===== config.mk =====
export PLATFORM = sky130hd
export DESIGN_NAME = nec_rx_core
export DESIGN_NICKNAME = d
export VERILOG_FILES = /design/src/rtl/nec_rx_pkg.sv /design/src/rtl/nec_rx_sync.sv /design/src/rtl/nec_rx_core.sv
export SDC_FILE = /design/constraint.sdc
export NUM_CORES = 1
export LEC_CHECK = 0
export ABC_AREA = 1
export CAP_MARGIN = 5
export CORE_MARGIN = 2
export CORE_UTILIZATION = 35
export DETAILED_ROUTE_END_ITERATION = 10
export PLACE_DENSITY = 0.56
export SYNTH_ARGS = -nofsm -noshare
export SYNTH_HDL_FRONTEND = slang
export SYNTH_SLANG_ARGS = --single-unit

===== constraint.sdc =====
create_clock -name sys_clk -period 3.2 [get_ports sys_clk]
set_input_delay 0.32 -clock sys_clk [delete_from_list [all_inputs] [get_ports sys_clk]]
set_output_delay 0.32 -clock sys_clk [all_outputs]
set_load 0.1 [all_outputs]

===== src/rtl/nec_rx_pkg.sv =====
// NEC infrared receiver: shared FSM state type, nominal protocol
// durations and the helpers that turn them into cycle thresholds.
package nec_rx_pkg;

    typedef enum logic [2:0] {
        IDLE,
        LEAD_LO,
        LEAD_HI,
        BIT_LO,
        BIT_HI,
        REP_STOP
    } state_t;

    // Nominal durations in microseconds, scaled by 10 so 562.5 us stays integral.
    localparam longint LEAD_LO_US_X10  = 90000;   // 9.0 ms
    localparam longint LEAD_HI_US_X10  = 45000;   // 4.5 ms, data frame
    localparam longint REP_HI_US_X10   = 22500;   // 2.25 ms, repeat code
    localparam longint BIT_LO_US_X10   = 5625;    // 562.5 us burst
    localparam longint BIT_ZERO_US_X10 = 5625;    // 562.5 us space -> 0
    localparam longint BIT_ONE_US_X10  = 16875;   // 1687.5 us space -> 1

    function automatic int us_x10_to_cycles(input longint clk_hz, input longint us_x10);
        return int'(clk_hz * us_x10 / 10_000_000);
    endfunction

    function automatic int win_min(input int nom, input int tol_pct);
        return int'(longint'(nom) * (100 - tol_pct) / 100);
    endfunction

    function automatic int win_max(input int nom, input int tol_pct);
        return int'(longint'(nom) * (100 + tol_pct) / 100);
    endfunction

    function automatic logic in_win(input int v, input int lo, input int hi);
        return (v >= lo) && (v <= hi);
    endfunction

endpackage


===== src/rtl/nec_rx_sync.sv =====
// Two-flop synchronizer for the raw IR pin, followed by an optional
// run-length glitch filter (enabled by NEC_RX_GLITCH_FILTER_EN).
module nec_rx_sync (
    input  logic sys_clk,
    input  logic sys_rst,
    input  logic raw,
    output logic level
);

    logic [1:0] sync_ff;

    // Bring the asynchronous pin into the clock domain.
    // NOTE: sequential state uses non-blocking assignments so every flop samples pre-edge values.
    always_ff @(posedge sys_clk) begin
        if (sys_rst) begin
            sync_ff <= '0;
        end else begin
            sync_ff <= {sync_ff[0], raw};
        end
    end

`ifdef NEC_RX_GLITCH_FILTER_EN
    logic [2:0] run_cnt;
    logic       filt;

    // Follow the synchronized line only after 8 consecutive differing samples.
    always_ff @(posedge sys_clk) begin
        if (sys_rst) begin
            run_cnt <= '0;
            filt    <= 1'b0;
        end else if (sync_ff[1] == filt) begin
            run_cnt <= '0;
        end else if (run_cnt == 3'd7) begin
            filt    <= sync_ff[1];
            run_cnt <= '0;
        end else begin
            run_cnt <= run_cnt + 3'd1;
        end
    end

    assign level = filt;
`else
    assign level = sync_ff[1];
`endif

endmodule


===== src/rtl/nec_rx_core.sv =====
// NEC IR frame/repeat decoder. Measures each synchronized level with a
// saturating counter and walks the protocol with a two-process FSM.
// Optional glitch filter in the front end: define NEC_RX_GLITCH_FILTER_EN.
module nec_rx_core
    import nec_rx_pkg::*;
#(
    parameter int CLK_HZ        = 50_000_000,
    parameter int TOL_PCT       = 20,
    parameter int EXT_ADDR      = 0,
    parameter int REPEAT_WIN_MS = 110
) (
    input  logic        sys_clk,
    input  logic        sys_rst,
    input  logic        infrared_in,
    output logic [15:0] addr,
    output logic [7:0]  cmd,
    output logic        data_valid,
    output logic        repeat_code,
    output logic        err,
    output logic        busy
);

    localparam int LL_NOM = us_x10_to_cycles(CLK_HZ, LEAD_LO_US_X10);
    localparam int LL_MIN = win_min(LL_NOM, TOL_PCT);
    localparam int LL_MAX = win_max(LL_NOM, TOL_PCT);
    localparam int LH_NOM = us_x10_to_cycles(CLK_HZ, LEAD_HI_US_X10);
    localparam int LH_MIN = win_min(LH_NOM, TOL_PCT);
    localparam int LH_MAX = win_max(LH_NOM, TOL_PCT);
    localparam int RH_NOM = us_x10_to_cycles(CLK_HZ, REP_HI_US_X10);
    localparam int RH_MIN = win_min(RH_NOM, TOL_PCT);
    localparam int RH_MAX = win_max(RH_NOM, TOL_PCT);
    localparam int BL_NOM = us_x10_to_cycles(CLK_HZ, BIT_LO_US_X10);
    localparam int BL_MIN = win_min(BL_NOM, TOL_PCT);
    localparam int BL_MAX = win_max(BL_NOM, TOL_PCT);
    localparam int B0_NOM = us_x10_to_cycles(CLK_HZ, BIT_ZERO_US_X10);
    localparam int B0_MIN = win_min(B0_NOM, TOL_PCT);
    localparam int B0_MAX = win_max(B0_NOM, TOL_PCT);
    localparam int B1_NOM = us_x10_to_cycles(CLK_HZ, BIT_ONE_US_X10);
    localparam int B1_MIN = win_min(B1_NOM, TOL_PCT);
    localparam int B1_MAX = win_max(B1_NOM, TOL_PCT);

    // Counter saturates at the longest acceptable leader burst.
    localparam int                CNT_W   = $clog2(LL_MAX + 1);
    localparam logic [CNT_W-1:0]  CNT_SAT = CNT_W'(LL_MAX);
    localparam int                REP_CYC = int'(longint'(CLK_HZ) * REPEAT_WIN_MS / 1000);
    localparam int                REP_W   = $clog2(REP_CYC + 1);
    localparam logic [REP_W-1:0]  REP_LOAD = REP_W'(REP_CYC);

    logic             level;
    logic             level_d;
    logic             rise;
    logic             fall;
    logic             edge_any;
    logic [CNT_W-1:0] cnt;
    int               cnt_i;
    logic             sat;

    state_t           state;
    state_t           state_nxt;
    logic [31:0]      shreg;
    logic [5:0]       bit_idx;
    logic [REP_W-1:0] rep_tmr;
    logic             rep_running;
    logic             frame_ok;

    logic             dv_nxt;
    logic             rep_nxt;
    logic             err_nxt;
    logic             shift_en;
    logic             shift_bit;
    logic             idx_clr;
    logic             frame_load;

    nec_rx_sync u_sync (
        .sys_clk (sys_clk),
        .sys_rst (sys_rst),
        .raw     (infrared_in),
        .level   (level)
    );

    assign rise        = level & ~level_d;
    assign fall        = ~level & level_d;
    assign edge_any    = rise | fall;
    assign cnt_i       = 32'(cnt);
    assign sat         = (cnt == CNT_SAT);
    assign rep_running = (rep_tmr != '0);
    assign busy        = (state != IDLE);

    // Inverse-byte checks; the extended variant accepts any 16-bit address.
    assign frame_ok = (shreg[31:24] == ~shreg[23:16]) &&
                      ((EXT_ADDR != 0) || (shreg[15:8] == ~shreg[7:0]));

    // Edge detection and duration of the current level, restarting at every edge.
    // NOTE: a synchronous reset clears every register here, including the data path.
    always_ff @(posedge sys_clk) begin
        if (sys_rst) begin
            level_d <= 1'b0;
            cnt     <= '0;
        end else begin
            level_d <= level;
            if (edge_any) begin
                cnt <= CNT_W'(1);
            end else if (!sat) begin
                cnt <= cnt + CNT_W'(1);
            end
        end
    end

    // Protocol walk: decide next state and which action/pulse the deciding edge triggers.
    // NOTE: every combinational output gets a default first so no latch can be inferred.
    always_comb begin
        state_nxt  = state;
        dv_nxt     = 1'b0;
        rep_nxt    = 1'b0;
        err_nxt    = 1'b0;
        shift_en   = 1'b0;
        shift_bit  = 1'b0;
        idx_clr    = 1'b0;
        frame_load = 1'b0;
        case (state)
            IDLE: begin
                if (fall) state_nxt = LEAD_LO;
            end
            LEAD_LO: begin
                if (rise) begin
                    if (in_win(cnt_i, LL_MIN, LL_MAX)) begin
                        state_nxt = LEAD_HI;
                    end else begin
                        err_nxt   = 1'b1;
                        state_nxt = IDLE;
                    end
                end else if (sat) begin
                    err_nxt   = 1'b1;
                    state_nxt = IDLE;
                end
            end
            LEAD_HI: begin
                if (fall) begin
                    if (in_win(cnt_i, LH_MIN, LH_MAX)) begin
                        idx_clr   = 1'b1;
                        state_nxt = BIT_LO;
                    end else if (in_win(cnt_i, RH_MIN, RH_MAX)) begin
                        state_nxt = REP_STOP;
                    end else begin
                        err_nxt   = 1'b1;
                        state_nxt = IDLE;
                    end
                end else if (sat) begin
                    err_nxt   = 1'b1;
                    state_nxt = IDLE;
                end
            end
            BIT_LO: begin
                if (rise) begin
                    if (!in_win(cnt_i, BL_MIN, BL_MAX)) begin
                        err_nxt   = 1'b1;
                        state_nxt = IDLE;
                    end else if (bit_idx == 6'd32) begin
                        // Stop burst: the frame is complete.
                        if (frame_ok) begin
                            frame_load = 1'b1;
                            dv_nxt     = 1'b1;
                        end else begin
                            err_nxt = 1'b1;
                        end
                        state_nxt = IDLE;
                    end else begin
                        state_nxt = BIT_HI;
                    end
                end else if (sat) begin
                    err_nxt   = 1'b1;
                    state_nxt = IDLE;
                end
            end
            BIT_HI: begin
                if (fall) begin
                    if (in_win(cnt_i, B0_MIN, B0_MAX)) begin
                        shift_en  = 1'b1;
                        state_nxt = BIT_LO;
                    end else if (in_win(cnt_i, B1_MIN, B1_MAX)) begin
                        shift_en  = 1'b1;
                        shift_bit = 1'b1;
                        state_nxt = BIT_LO;
                    end else begin
                        err_nxt   = 1'b1;
                        state_nxt = IDLE;
                    end
                end else if (sat) begin
                    err_nxt   = 1'b1;
                    state_nxt = IDLE;
                end
            end
            REP_STOP: begin
                if (rise) begin
                    if (in_win(cnt_i, BL_MIN, BL_MAX) && rep_running) begin
                        rep_nxt = 1'b1;
                    end else begin
                        err_nxt = 1'b1;
                    end
                    state_nxt = IDLE;
                end else if (sat) begin
                    err_nxt   = 1'b1;
                    state_nxt = IDLE;
                end
            end
            default: state_nxt = IDLE;
        endcase
    end

    // State, bit collection, decoded outputs and registered result pulses.
    always_ff @(posedge sys_clk) begin
        if (sys_rst) begin
            state       <= IDLE;
            shreg       <= '0;
            bit_idx     <= '0;
            addr        <= '0;
            cmd         <= '0;
            data_valid  <= 1'b0;
            repeat_code <= 1'b0;
            err         <= 1'b0;
        end else begin
            state       <= state_nxt;
            data_valid  <= dv_nxt;
            repeat_code <= rep_nxt;
            err         <= err_nxt;
            if (idx_clr) begin
                bit_idx <= '0;
            end else if (shift_en) begin
                // LSB-first: the first received bit ends up in bit 0.
                shreg   <= {shift_bit, shreg[31:1]};
                bit_idx <= bit_idx + 6'd1;
            end
            if (frame_load) begin
                if (EXT_ADDR != 0) begin
                    addr <= shreg[15:0];
                end else begin
                    addr <= {8'h00, shreg[7:0]};
                end
                cmd <= shreg[23:16];
            end
        end
    end

    // Repeat acceptance window, re-armed by every accepted frame or repeat.
    always_ff @(posedge sys_clk) begin
        if (sys_rst) begin
            rep_tmr <= '0;
        end else if (data_valid || repeat_code) begin
            rep_tmr <= REP_LOAD;
        end else if (rep_running) begin
            rep_tmr <= rep_tmr - REP_W'(1);
        end
    end

endmodule

==> reports/results.ini, run 1 <==
[pwr]
switching_power_w = 0.001284
clockPowerShare = 0.303
cellPowerDensity_nw_per_um2 = 548.7
p_comb_frac = 0.274
cellLeakagePower_nw = 2.694
swShare = 0.3567
internal-power_w = 0.002316
peakVddDrop_v = 0.0002977
finalPower_w = 0.003601
p_seq_frac = 0.422

[worst_setup_path]
crit_type = reg -> reg
slowest_stage = dfxtp_1
crit_top_cell = nand2_1
cp_top_family = simple AND/OR/NAND/NOR gates
cp-start-kind = flop
crit_start = cnt[7]$_SDFFE_PP0P_
critPathMaxFanout = 39
slowest_delay_ns = 0.56
cp_num_buf_inv = 2
cp_data_arrival_time_ns = 2.77
required_ns = 3.45
path_cells = inv_2, nor2_1, nand3b_1, nand2_1, nand2_1, a21oi_1, nand2_1, nand2_2, nand3_4, buf_12, o21ai_1, a21oi_2
reg2reg_from = cnt[7]$_SDFFE_PP0P_
cp-end-kind = flop

[sta]
slew_headroom = 0.3379
hold_viol_final = 0
setup-violations-final = 0
finalMaxSlewViolations = 0
finalClockSkew_ns = 0.01021
fmax_ghz = 0.3969
worstMarginPinSlew_ns = 0.9901
finalWorstPathRequiredPeriod_ns = 2.520
fin_crit_sh = 0.7874
rsz0062_at_grt = no
tns_ns = 0

[cts]
post_cts_buffers = 0
cts-htree-levels = 3
cts-root-buf = clkbuf_16
cts_tree = built
clock_path_buffers = 2
cts_buffers = 9
post_cts_resized = 0
clkLatencyLatePin_ns = 0.36
clk_pin_slew_ns = 0.07
cts-hold-fix-buffers = 0
cts.sinks = 106

[yosys]
postSynthCellCount = 911
ys_types = 45
seq_area_frac_synth = 0.3577
synth_area_leaders = dfxtp_1 36%, nand2_1 14%, nor2_1 9.1%, inv_1 6.5%, a21oi_2 4.4%
synth_area_um2 = 5932
synthArstFlopShare = 0
syn_avg_cell_area_um2 = 6.511
synth_flop_cell = dfxtp_1
ys_warn_count = 0
yosysTopAreaCellShare = 0.3577
synth_edf_count = 0
ys_seq_elements = 106
yosysTopAreaCell = dfxtp_1

[route]
ant_nets = 0
routed_wl_mm = 14.01
vias = 5424
first_pass_iters = 5
drc = 0
avgRoutedWirePerCell_um = 12.22
via_per_inst = 4.729
drt_iter0_drc = 382

[grt]
first_global_vias = 4864
grtUsageTotal = 0.1616
grt_pass1_wl_mm = 23.76
antenna_found_initial = 0
grt_max_degree = 53
grt.overflow.total = 0

[finish]
n_fill_cell = 1797
drive_gt1_frac = 0.09385
multi_input_area_um2 = 3166
num_antenna_cells = 0
nets = 932
design_area_um2 = 6563
syn_to_final_growth_pct = 10.63
regArea_um2 = 2122

[die]
core_region_area_um2 = 16580
start_util = 0.3577
dieArea_um2 = 18010
ios = 31
die_y_um = 134.2
die_w_um = 134.2
fp-row-count = 47

[outcome]
status = finished clean

[run]
cap_violations = 0

[place]
routabilityCongestion = 0.8977
dpl.hpwl_mm = 10.24
dpl-instance-area_um2 = 6279
port_buffers = 22

[hold_path]
hold_path.class = reg -> reg
min_from = u_sync.sync_ff[0]$_SDFF_PP0_

==> cell usage in the layout, fill, tap and decap left out, drive strengths merged, types with 2 or more instances in the layout <==
cell type,count
a211oi,2
a21oi,78
a31oi,3
and3,2
buf,7
clkbuf,10
clkdlybuf4s50,20
clkinv,3
conb,8
dfxtp,106
ha,7
inv,123
nand2,233
nand3,39
nand3b,3
nand4,15
nor2,151
nor3,25
nor3b,3
nor4,8
o21ai,61
o21bai,3
or2,2
xnor2,3
xor2,6
==> per-layer routing <==
metal,up-vias,GRT usage,part of all wire
li1,2920,-,-
met5,-,0,0
met4,0,0.04678,0.015
met2,97,0.2494,0.44
met3,12,0.03023,0.037
met1,2395,0.2297,0.51
==> logic make-up after synthesis <==
group	synth area share
XOR/XNOR	0.01329
AND/OR/NAND/NOR	0.3472
adder cells (fa/ha/maj)	0.01476
AO/OA/AOI/OAI	0.1533
flip-flops	0.3577
buffers and inverters	0.1131
other	0.0006322
==> registers in the layout, indices dropped and copies added (netlist names) <==
| signal | cells |
|---|---|
| state | 3 |
| u_sync.sync_ff | 2 |
| shreg | 32 |
| addr | 8 |
| repeat_code | 1 |
| data_valid | 1 |
| bit_idx | 6 |
| rep_tmr | 23 |
| level_d | 1 |
| cmd | 8 |
| err | 1 |
| cnt | 20 |
==> worst reg2reg max path, cell delays in order, from the launching register on <==
cell	delay [ns]
dfxtp_1	0.56
inv_2	0.13
nor2_1	0.11
nand3b_1	0.08
nand2_1	0.09
nand2_1	0.06
a21oi_1	0.14
nand2_1	0.10
nand2_2	0.10
nand3_4	0.43
buf_12	0.41
o21ai_1	0.18
a21oi_2	0.04
==> final timing paths <==
| kind | endpoint | slack, ns | cells after the start |
|---|---|---|---|
| setup / recovery | shreg[23]$_SDFFE_PP0P_ | 0.68 | 12 |
| hold / removal | u_sync.sync_ff[1]$_SDFF_PP0_ | 0.43 | 2 |
| setup reg to reg | shreg[23]$_SDFFE_PP0P_ | 0.68 | 12 |
| hold reg to reg | u_sync.sync_ff[1]$_SDFF_PP0_ | 0.43 | 2 |
==> power by group through the flow <==
stage                     Sequential [W]  Clock, W  Combinational (W)
final                            0.00152   0.00109           0.000988
after CTS                        0.00152   0.00114           0.000994
after global placement           0.00155         0           0.000987
after detailed placement         0.00155         0           0.000990
after floorplan                  0.00153         0           0.000830
after global routing             0.00154   0.00119            0.00115
==> metrics by stage <==
stage / setup slack, ns / cells / hold WS (ns) / util
after CTS: 0.6771 / 1147 / 0.4311 / 0.3957
after global placement: 0.7251 / 1131 / 0.4061 / 0.3786
after floorplan: 1.334 / 918 / 0.3883 / -
after detailed placement: 0.6817 / 1131 / 0.4094 / 0.3786
after global routing: 0.4078 / 1147 / 0.4566 / 0.3957
final: 0.6804 / 1147 / 0.4258 / 0.3957
==> Yosys cell counts (2+ instances only) <==
library cell and count:
a21oi_1 48, a21oi_2 30, a31oi_1 3, and3_1 2, buf_2 8, buf_4 14, buf_6 4, clkbuf_1 7
clkinv_1 2, dfxtp_1 106, ha_1 7, inv_1 103, inv_2 15, nand2_1 229, nand2_2 3, nand3_1 38
nand3b_1 3, nand4_1 15, nor2_1 144, nor2_2 5, nor2_4 2, nor3_1 23, nor3_2 2, nor3b_1 2
nor4_1 7, o21ai_0 27, o21ai_1 34, o21bai_1 3, or2_2 2, xnor2_1 3, xor2_1 6
==> layout make-up <==
| class | instances | area share |
|---|---|---|
| clock buffers | 10 | 0.03489 |
| clock inverters | 6 | 0.008389 |
| inverters | 120 | 0.06864 |
| multi-input cells | 658 | 0.4824 |
| flip-flops and latches | 106 | 0.3234 |
| well taps | 220 | 0.04194 |
| repair buffers | 27 | 0.04042 |
Power figures use the tool's default switching activity.
==> run 2, diff against run 1 <==
==> constraint.sdc (replaced) <==
create_clock -name sys_clk -period 2.5 [get_ports sys_clk]
set_input_delay 0.25 -clock sys_clk [delete_from_list [all_inputs] [get_ports sys_clk]]
set_output_delay 0.25 -clock sys_clk [all_outputs]
set_load 0.1 [all_outputs]
==> run 2 against run 1 <==
Against the previous run: sequential cell count unchanged; non-clock buffer count increased by 9; global-route usage increased by 0.54 points; combinational power increased by 30%.
==> reports/results.ini, run 2 (synthesis results as in run 1) <==
[finish]
multi_input_area_um2 = 3166  ; unchanged
syn_to_final_growth_pct = 11.22  ; was 10.63%
nets = 941  ; was 932
reg.largest.list = shreg: 32 flops, rep_tmr: 23 flops, cnt: 20 flops  ; unchanged
largest_reg_flops = 32  ; unchanged
layout_common_cells = 229 x nand2_1, 144 x nor2_1, 106 x dfxtp_1  ; unchanged
layout_commonest_cell = nand2_1  ; unchanged
num_antenna_cells = 0  ; unchanged
regArea_um2 = 2122  ; unchanged
design_area_um2 = 6598  ; was 6563 um2
regMostFlops = shreg  ; unchanged
drive_gt1_frac = 0.1218  ; was 0.09385
instances_no_fill = 1156  ; was 1147
n_fill_cell = 1812  ; was 1797

[cts]
post_cts_buffers = 0  ; unchanged
cts_tree = built  ; unchanged
cts-htree-levels = 3  ; unchanged
clkLatencyLatePin_ns = 0.36  ; about the same
clock_path_buffers = 2  ; unchanged
cts-root-buf = clkbuf_16  ; unchanged
cts.sinks = 106  ; unchanged
clk_pin_slew_ns = 0.08  ; was 0.07 ns
cts_buffers = 9  ; unchanged
cts-hold-fix-buffers = 0  ; unchanged
post_cts_resized = 0  ; unchanged

[die]
start_util = 0.3577  ; unchanged
die_y_um = 134.2  ; unchanged
dieArea_um2 = 18010  ; unchanged
core_region_area_um2 = 16580  ; unchanged
ios = 31  ; unchanged
fp-row-count = 47  ; unchanged
die_w_um = 134.2  ; unchanged

[sta]
hold-worst-slack_ns = 0.4183  ; was 0.4258 ns
slew_headroom = 0.6666  ; was 0.3379
finalClockSkew_ns = 0.01232  ; was 0.01021 ns
worstMarginPinSlew_ns = 0.5001  ; was 0.9901 ns
finalWorstPathRequiredPeriod_ns = 2.165  ; was 2.520 ns
fin_crit_sh = 0.8659  ; was 0.7874
rsz0062_at_grt = no  ; unchanged
setup-violations-final = 0  ; unchanged
fin_ws_ns = 0.3352  ; was 0.6804 ns
fmax_ghz = 0.4619  ; was 0.3969 GHz
tns_ns = 0  ; unchanged
finalMaxSlewViolations = 0  ; unchanged
hold_viol_final = 0  ; unchanged

[run]
cap_violations = 0  ; unchanged

[place]
dp_slack_ns = 0.3535  ; was 0.6817 ns
dpl.hpwl_mm = 10.46  ; was 10.24 mm
dp_cells = 1140  ; was 1131
dpl-instance-area_um2 = 6314  ; was 6279 um2
routabilityCongestion = 0.9363  ; was 0.8977
port_buffers = 22  ; unchanged

[worst_setup_path]
slowest_delay_ns = 0.57  ; was 0.56 ns
cp-end-kind = flop  ; unchanged
crit_type = reg -> reg  ; unchanged
slowest_stage = dfxtp_1  ; unchanged
critPathMaxFanout = 21  ; was 39
required_ns = 2.75  ; was 3.45 ns
cp_num_buf_inv = 3  ; was 2
cp_top_family = simple AND/OR/NAND/NOR gates  ; unchanged
crit_top_cell = nor2_1  ; was nand2_1
path_cells = inv_2, nor2_1, nand2_1, nor2_1, nand2_1, nand3_1, nand2_2, nand2_4, nand2_2, nand3_4, buf_4, inv_2, nor2_1, nor2_1  ; was inv_2, nor2_1, nand3b_1, nand2_1, nand2_1, a21oi_1, nand2_1, nand2_2, nand3_4, buf_12, o21ai_1, a21oi_2
cp-start-kind = flop  ; unchanged
cp_data_arrival_time_ns = 2.41  ; was 2.77 ns

[grt]
grt_pass1_wl_mm = 24.41  ; was 23.76 mm
first_global_vias = 5091  ; was 4864
grtUsageTotal = 0.1670  ; was 0.1616
antenna_found_initial = 0  ; unchanged
grt.overflow.total = 0  ; unchanged
grt_max_degree = 53  ; unchanged

[route]
routed_wl_mm = 14.37  ; was 14.01 mm
vias = 5424  ; unchanged
first_pass_iters = 5  ; unchanged
ant_nets = 0  ; unchanged
drt_iter0_drc = 337  ; was 382
avgRoutedWirePerCell_um = 12.43  ; was 12.22 um
via_per_inst = 4.692  ; was 4.729
drc = 0  ; unchanged

[outcome]
status = finished clean  ; unchanged

[pwr]
cellLeakagePower_nw = 2.777  ; was 2.694 nW
cellPowerDensity_nw_per_um2 = 703.0  ; was 548.7 nW/um2
peakVddDrop_v = 0.0003807  ; was 0.0002977 V

[hold_path]
hold_path.class = reg -> reg  ; unchanged

==> run 2: cell count changes in the layout (fill, tap and decap cells not counted) <==
cell | previous run | this run
buf_12 | 1 | 2
inv_6 | 4 | 3
clkinv_4 | 1 | 2
clkdlybuf4s50_1 | 20 | 2
buf_4 | 6 | 32
==> run 2: per-layer routing <==
layer  vias up  global-route usage  part of all wire
li1       2935                   -                 -
met1      2376              0.2328              0.52
met2        90              0.2579              0.43
met3        23             0.03477             0.037
met4         0             0.05439             0.021
met5         -                   0                 0
==> run 2: report_power, final <==
group / internal [W] / switching (W) / leakage (nW)
Sequential: 0.00184 / 0.000112 / 0.858
Clock: 0.000700 / 0.000714 / 0.140
Combinational: 0.000432 / 0.000845 / 1.78
Total: 0.00297 / 0.00167 / 2.78
==> run 2: layout make-up <==
class | count | area share
multi-input cells | 658 | 0.4798
flip-flops and latches | 106 | 0.3216
inverters | 120 | 0.06827
repair buffers | 36 | 0.04551
well taps | 220 | 0.04172
clock buffers | 10 | 0.03471
clock inverters | 6 | 0.008344
==> run 2: path summary, 6_finish.rpt <==
kind / startpoint / endpoint / slack, ns / depth (start not counted)
worst min-delay path: u_sync.sync_ff[0]$_SDFF_PP0_ / u_sync.sync_ff[1]$_SDFF_PP0_ / 0.42 / 2
worst min register to register: u_sync.sync_ff[0]$_SDFF_PP0_ / u_sync.sync_ff[1]$_SDFF_PP0_ / 0.42 / 2
worst max-delay path: cnt[15]$_SDFFE_PP0P_ / state[1]$_SDFFE_PP0P_ / 0.34 / 14
worst max register to register: cnt[15]$_SDFFE_PP0P_ / state[1]$_SDFFE_PP0P_ / 0.34 / 14
==> run 2: worst register-to-register path, delay by kind of cell, from the launching register on <==
kind / cells / cell delay (ns)
DFF: 1 / 0.57
buffers and inverters: 3 / 0.53
and+or+nand+nor: 11 / 0.95
==> run 2: per-stage QoR <==
step | power, W | util
after floorplan | 0.003024 | -
after global placement | 0.003256 | 0.3807
after detailed placement | 0.003261 | 0.3807
after CTS | 0.004687 | 0.3978
after global routing | 0.004989 | 0.3978
final | 0.004638 | 0.3978
